**src/rtl/div_pkg.sv**
```systemverilog
// ============================================================================
// Module  : div_pkg
// Brief   : Shared types and constants for the sequential MIPS divider.
// Revision: 1.0 - initial release
// ============================================================================
`default_nettype none

package div_pkg;

  localparam int DIV_WIDTH = 32;
  localparam int CNT_W     = $clog2(DIV_WIDTH);

  typedef enum logic [1:0] {
    IDLE = 2'd0,
    CALC = 2'd1,
    FIX  = 2'd2
  } div_state_t;

endpackage

`default_nettype wire

```
**src/rtl/div_step.sv**
```systemverilog
// ============================================================================
// Module  : div_step
// Brief   : One combinational restoring-division iteration (shift + trial subtract).
// Revision: 1.0 - initial release
// ============================================================================
`default_nettype none

module div_step #(
  parameter int WIDTH = 32
) (
  input  logic [WIDTH-1:0] rem_in,
  input  logic [WIDTH-1:0] quo_in,
  input  logic [WIDTH-1:0] dvs,
  output logic [WIDTH-1:0] rem_out,
  output logic [WIDTH-1:0] quo_out
);

  logic [WIDTH:0] w_part;
  logic [WIDTH:0] w_trial;

  // rem < dvs < 2^WIDTH, so the top bit of the WIDTH+1 result is a true sign bit.
  assign w_part  = {rem_in, quo_in[WIDTH-1]};
  assign w_trial = w_part - {1'b0, dvs};

  assign rem_out = w_trial[WIDTH] ? w_part[WIDTH-1:0] : w_trial[WIDTH-1:0];
  assign quo_out = {quo_in[WIDTH-2:0], ~w_trial[WIDTH]};

endmodule

`default_nettype wire

```
**src/rtl/seq_divider.sv**
```systemverilog
// ============================================================================
// Module  : seq_divider
// Brief   : Multi-cycle restoring divider for MIPS DIV/DIVU (quotient->LO, remainder->HI).
// Revision: 1.0 - initial release
// ============================================================================
`default_nettype none

module seq_divider
  import div_pkg::*;
#(
  parameter int WIDTH = DIV_WIDTH
) (
  input  logic             DIV_clk,
  input  logic             DIV_rst_n,
  input  logic             start,
  input  logic             sign,
  input  logic [WIDTH-1:0] dividend,
  input  logic [WIDTH-1:0] divisor,
  output logic             busy,
  output logic             done,
  output logic [WIDTH-1:0] q,
  output logic [WIDTH-1:0] r,
  output logic             dbz
);

  localparam int               c_CNT_W   = $clog2(WIDTH);
  localparam logic [WIDTH-1:0] c_ONE     = {{(WIDTH-1){1'b0}}, 1'b1};
  localparam logic [c_CNT_W-1:0] c_CNT_ONE = c_CNT_W'(1);
  localparam logic [c_CNT_W-1:0] c_CNT_TOP = c_CNT_W'(WIDTH-1);

  div_state_t         r_state;
  logic [c_CNT_W-1:0] r_cnt;
  logic [WIDTH-1:0]   r_rem;
  logic [WIDTH-1:0]   r_quo;
  logic [WIDTH-1:0]   r_dvs;
  logic               r_neg_q;
  logic               r_neg_r;

  logic [WIDTH-1:0]   w_dd_mag;
  logic [WIDTH-1:0]   w_dv_mag;
  logic [WIDTH-1:0]   w_rem_nxt;
  logic [WIDTH-1:0]   w_quo_nxt;

  assign w_dd_mag = (sign && dividend[WIDTH-1]) ? (~dividend + c_ONE) : dividend;
  assign w_dv_mag = (sign && divisor[WIDTH-1])  ? (~divisor + c_ONE)  : divisor;

  div_step #(
    .WIDTH (WIDTH)
  ) u_step (
    .rem_in  (r_rem),
    .quo_in  (r_quo),
    .dvs     (r_dvs),
    .rem_out (w_rem_nxt),
    .quo_out (w_quo_nxt)
  );

  always_ff @(posedge DIV_clk or negedge DIV_rst_n) begin
    if (!DIV_rst_n) begin
      r_state <= IDLE;
      r_cnt   <= '0;
      r_rem   <= '0;
      r_quo   <= '0;
      r_dvs   <= '0;
      r_neg_q <= 1'b0;
      r_neg_r <= 1'b0;
      busy    <= 1'b0;
      done    <= 1'b0;
      q       <= '0;
      r       <= '0;
      dbz     <= 1'b0;
    end else begin
      done <= 1'b0;
      case (r_state)
        IDLE: begin
          if (start) begin
            busy    <= 1'b1;
            r_rem   <= '0;
            r_dvs   <= w_dv_mag;
            r_neg_q <= sign & (dividend[WIDTH-1] ^ divisor[WIDTH-1]);
            r_neg_r <= sign & dividend[WIDTH-1];
            if (divisor == '0) begin
              // Raw dividend is parked in r_quo so FIX can return it unmodified in r.
              dbz     <= 1'b1;
              r_quo   <= dividend;
              r_state <= FIX;
            end else begin
              dbz     <= 1'b0;
              r_quo   <= w_dd_mag;
              r_cnt   <= c_CNT_TOP;
              r_state <= CALC;
            end
          end
        end

        CALC: begin
          r_rem <= w_rem_nxt;
          r_quo <= w_quo_nxt;
          r_cnt <= r_cnt - c_CNT_ONE;
          if (r_cnt == '0) begin
            r_state <= FIX;
          end
        end

        FIX: begin
          if (dbz) begin
            q <= '1;
            r <= r_quo;
          end else begin
            q <= r_neg_q ? (~r_quo + c_ONE) : r_quo;
            r <= r_neg_r ? (~r_rem + c_ONE) : r_rem;
          end
          done    <= 1'b1;
          busy    <= 1'b0;
          r_state <= IDLE;
        end

        default: begin
          busy    <= 1'b0;
          r_state <= IDLE;
        end
      endcase
    end
  end

endmodule

`default_nettype wire
```
**config.mk**
```make
export PLATFORM = sky130hd
export DESIGN_NAME = seq_divider
export DESIGN_NICKNAME = d
export VERILOG_FILES = /design/src/rtl/div_pkg.sv /design/src/rtl/div_step.sv /design/src/rtl/seq_divider.sv
export SDC_FILE = /design/constraint.sdc
export NUM_CORES = 1
export LEC_CHECK = 0
export ABC_AREA = 1
export CORE_MARGIN = 1.5
export CORE_UTILIZATION = 29
export DETAILED_ROUTE_END_ITERATION = 6
export GPL_TIMING_DRIVEN = 0
export HOLD_SLACK_MARGIN = 0.03
export PLACE_DENSITY_LB_ADDON = 0.3
export SLEW_MARGIN = 20
export SYNTH_ARGS = -nofsm -noshare
export SYNTH_HDL_FRONTEND = slang
export SYNTH_SLANG_ARGS = --single-unit
```
**constraint.sdc**
```tcl
create_clock -name DIV_clk -period 3.36 [get_ports DIV_clk]
set_input_delay 0.672 -clock DIV_clk [delete_from_list [all_inputs] [get_ports DIV_clk]]
set_output_delay 0.672 -clock DIV_clk [all_outputs]
set_load 0.01 [all_outputs]
```
==> results.toml <==
[outcome]
outcome = "finished clean"

[routing]
drt_iter0_markers = 1112
ant_nets = 0
drtPass1Iterations = 6
vias = 14700
route.detailed.drc = 0
finalWirelength_mm = 52.9
wl_per_cell_um = 17.7
vias_per_cell = 4.92

[sta]
slew_viol_final = 0
rsz0062_at_grt = "no"
clock_skew_ps = 13.7
worst_slew_pin_slew_ps = 804
setup_viol = 0
fmax_ghz = 0.341
min_period_ps = 2930
slew_headroom_pct = 46.2
hold_viol = 0
fin_crit_sh_pct = 87.2

[worst_setup_path]
critPathRequiredTime_ps = 3700
critPathCaptureType = "register"
startpoint_type = "register"
critPathArrivalTime_ps = 3270
crit_fanout = 10
path_class = "register to register"

[floorplan]
dieHeight_um = 221
io_pins = 135
initial_core_util_pct = 29.5
core-area_um2 = 46900
placementRows = 79
die_x_um = 221
die-area_um2 = 49000

[synthesis]
synth.most_common_cell = "nand2_1"
yosys.area.top_type = "dfrtp_1"
syn-instance-count = 2210
synthTopCellsByArea = "dfrtp_1 31%, nand2_1 20%, inv_1 8.5%, nand3_1 8.3%, nor2_1 5.4%"
avgSynthCellArea_um2 = 6.26
synth-async-reset-ratio_pct = 100
yosysTopAreaCellShare_pct = 31.1
ys.flop_type = "dfrtp_1"
ys_warn_count = 0
syn-cell-area_um2 = 13800
yosysUniqueCellTypes = 57
yosysSeqAreaShare_pct = 31.1
synth_nets = 2317
ys_seq_elements = 172
netlist_top_cells_count = "738 x nand2_1, 312 x inv_1, 229 x nand3_1, 199 x nor2_1, 172 x dfrtp_1"
synth_edf_count = 0

[global_route]
grt_pass1_vias = 14200
track_usage_pct = 21.7
overflow = 0
grt_pass1_wl_mm = 82.4
antenna_found_initial = 0
grt_max_degree = 75

[finish]
fin_nets = 2472
syn2layout_area_growth_pct = 19.8
drive_gt1_share_pct = 5.09
seq_area_um2 = 4300
nFillCells = 5170
final_util_pct = 35.4
multi_input_area_um2 = 7980
antenna_cells = 0

[power]
p_seq_share_pct = 22.0
power_density_nw_per_um2 = 1140
swShare_pct = 54.7
p_switching_mw = 10.3
leakage_nw = 8.37
power_frac_comb_pct = 67.4
peakVddDrop_uv = 359
finalPower_mw = 18.8
clkPwrFrac_pct = 10.7
internal_power_mw = 8.53

[clock_tree]
postCtsSetupBuffers = 0
cts_resized = 0
cts_buffers = 17
postCtsHoldBufs = 0
clockBufferDepth = 2
cts.reportedPaths.clkPinSlew_ps = 70
cts_tree = "built"
cts_root_buf = "clkbuf_16"
cts_sinks = 172
htreeDepth = 4
clock_latency_ps = 470

[run]
maxCapViolCount = 0

[placement]
port-buffer-count = 134
gp_congestion = 0.952
dp_hpwl_mm = 43.6

[min_path]
hp-class = "input pin to asynchronous set/reset pin"
power groups by stage:
| stage | combinational, mW | sequential, mW | clock [mW] |
|---|---|---|---|
| finish | 12.7 | 4.13 | 2.01 |
| global route | 14.3 | 4.23 | 2.12 |
| CTS | 12.6 | 4.11 | 2.04 |
| detailed placement | 12.6 | 4.14 | 0 |
| global placement | 12.5 | 4.13 | 0 |
| floorplan | 8.53 | 3.88 | 0 |
sequential cells by signal, summed over array words and instances (netlist names):
signal,count
r_neg_r,1
dbz,1
r_state,2
r_dvs,32
r_neg_q,1
done,1
r_cnt,5
r,32
r_quo,32
r_rem,32
q,32
busy,1
logic make-up after synthesis:
kind of cell	share of synthesized area (%)
adder cells (fa/ha/maj)	3.58
AND/OR/NAND/NOR	41.0
buffers and inverters	11.2
flip-flops	31.1
AO/OA/AOI/OAI	10.4
XOR/XNOR	2.79
critical path: stages (launching register included):
cell,delay [ps]
dfrtp_1,490
inv_1,230
ha_1,290
fa_1,400
inv_1,120
nand2_1,60
nand2_1,70
nand3_1,100
nand2_2,150
nand2_4,70
nand2_4,80
nand2_4,80
nand2_4,110
nand2_4,90
nand2_4,150
buf_12,150
nand2_2,50
nand3_1,60
nand2_1,60
layer usage:
metal	vias up	GRT usage [%]	wire, µm	share of wire, %
met5	-	0	0	0
met4	0	6.52	1230	2.3
met3	55	2.63	2590	4.9
met2	448	35.8	24200	46
met1	6839	29.5	24900	47
li1	7337	-	-	-
final timing paths:
path	startpoint	to	slack (ps)	cells past startpoint
worst max-delay path	r_quo[31]$_DFFE_PN0P_	r_rem[26]$_DFFE_PN0P_	430	18
worst min-delay path	DIV_rst_n	r_rem[29]$_DFFE_PN0P_	110	1
worst max register to register	r_quo[31]$_DFFE_PN0P_	r_rem[26]$_DFFE_PN0P_	430	18
worst min register to register	r[30]$_DFFE_PN0P_	r[30]$_DFFE_PN0P_	480	2
max in group asynchronous	DIV_rst_n	r_quo[3]$_DFFE_PN0P_	2530	2
min in group DIV_clk	r[30]$_DFFE_PN0P_	r[30]$_DFFE_PN0P_	480	2
through the flow:
step                hold WS, ps  setup slack [ps]  cell area (µm²)  cells  setup TNS [ps]
floorplan                   376              1110            13800   2210               0
global placement            467             -5930            15900   2951        -1017080
detailed placement          465               129            16000   2953               0
CTS                         104               433            16600   2985               0
global route                117               346            16600   2985               0
finish                      111               430            16600   2985               0
layout by cell type (no fill, tap or decap), types with 22 or more instances in the layout:
cell / netlist / final
inv_1: 312 / 312
xor2_1: 33 / 33
nor2_1: 199 / 199
nand4_1: 23 / 23
nand2_2: 26 / 26
clkdlybuf4s50_1: 0 / 133
o21ai_0: 121 / 121
nand3_1: 229 / 229
a21oi_1: 80 / 80
clkbuf_1: 46 / 47
ha_1: 38 / 38
dfrtp_1: 172 / 172
nand2_1: 738 / 738
nand3b_1: 22 / 22
cell type report:
cell class,instances,area share [%]
Buffer,68,2.04
Clock buffer,19,2.67
Clock inverter,13,0.785
Inverter,321,7.29
Multi-Input combinational cell,1649,48.2
Sequential cell,172,26.0
Tap cell,607,4.58
Timing Repair Buffer,136,8.46
Power figures use the tool's default switching activity.
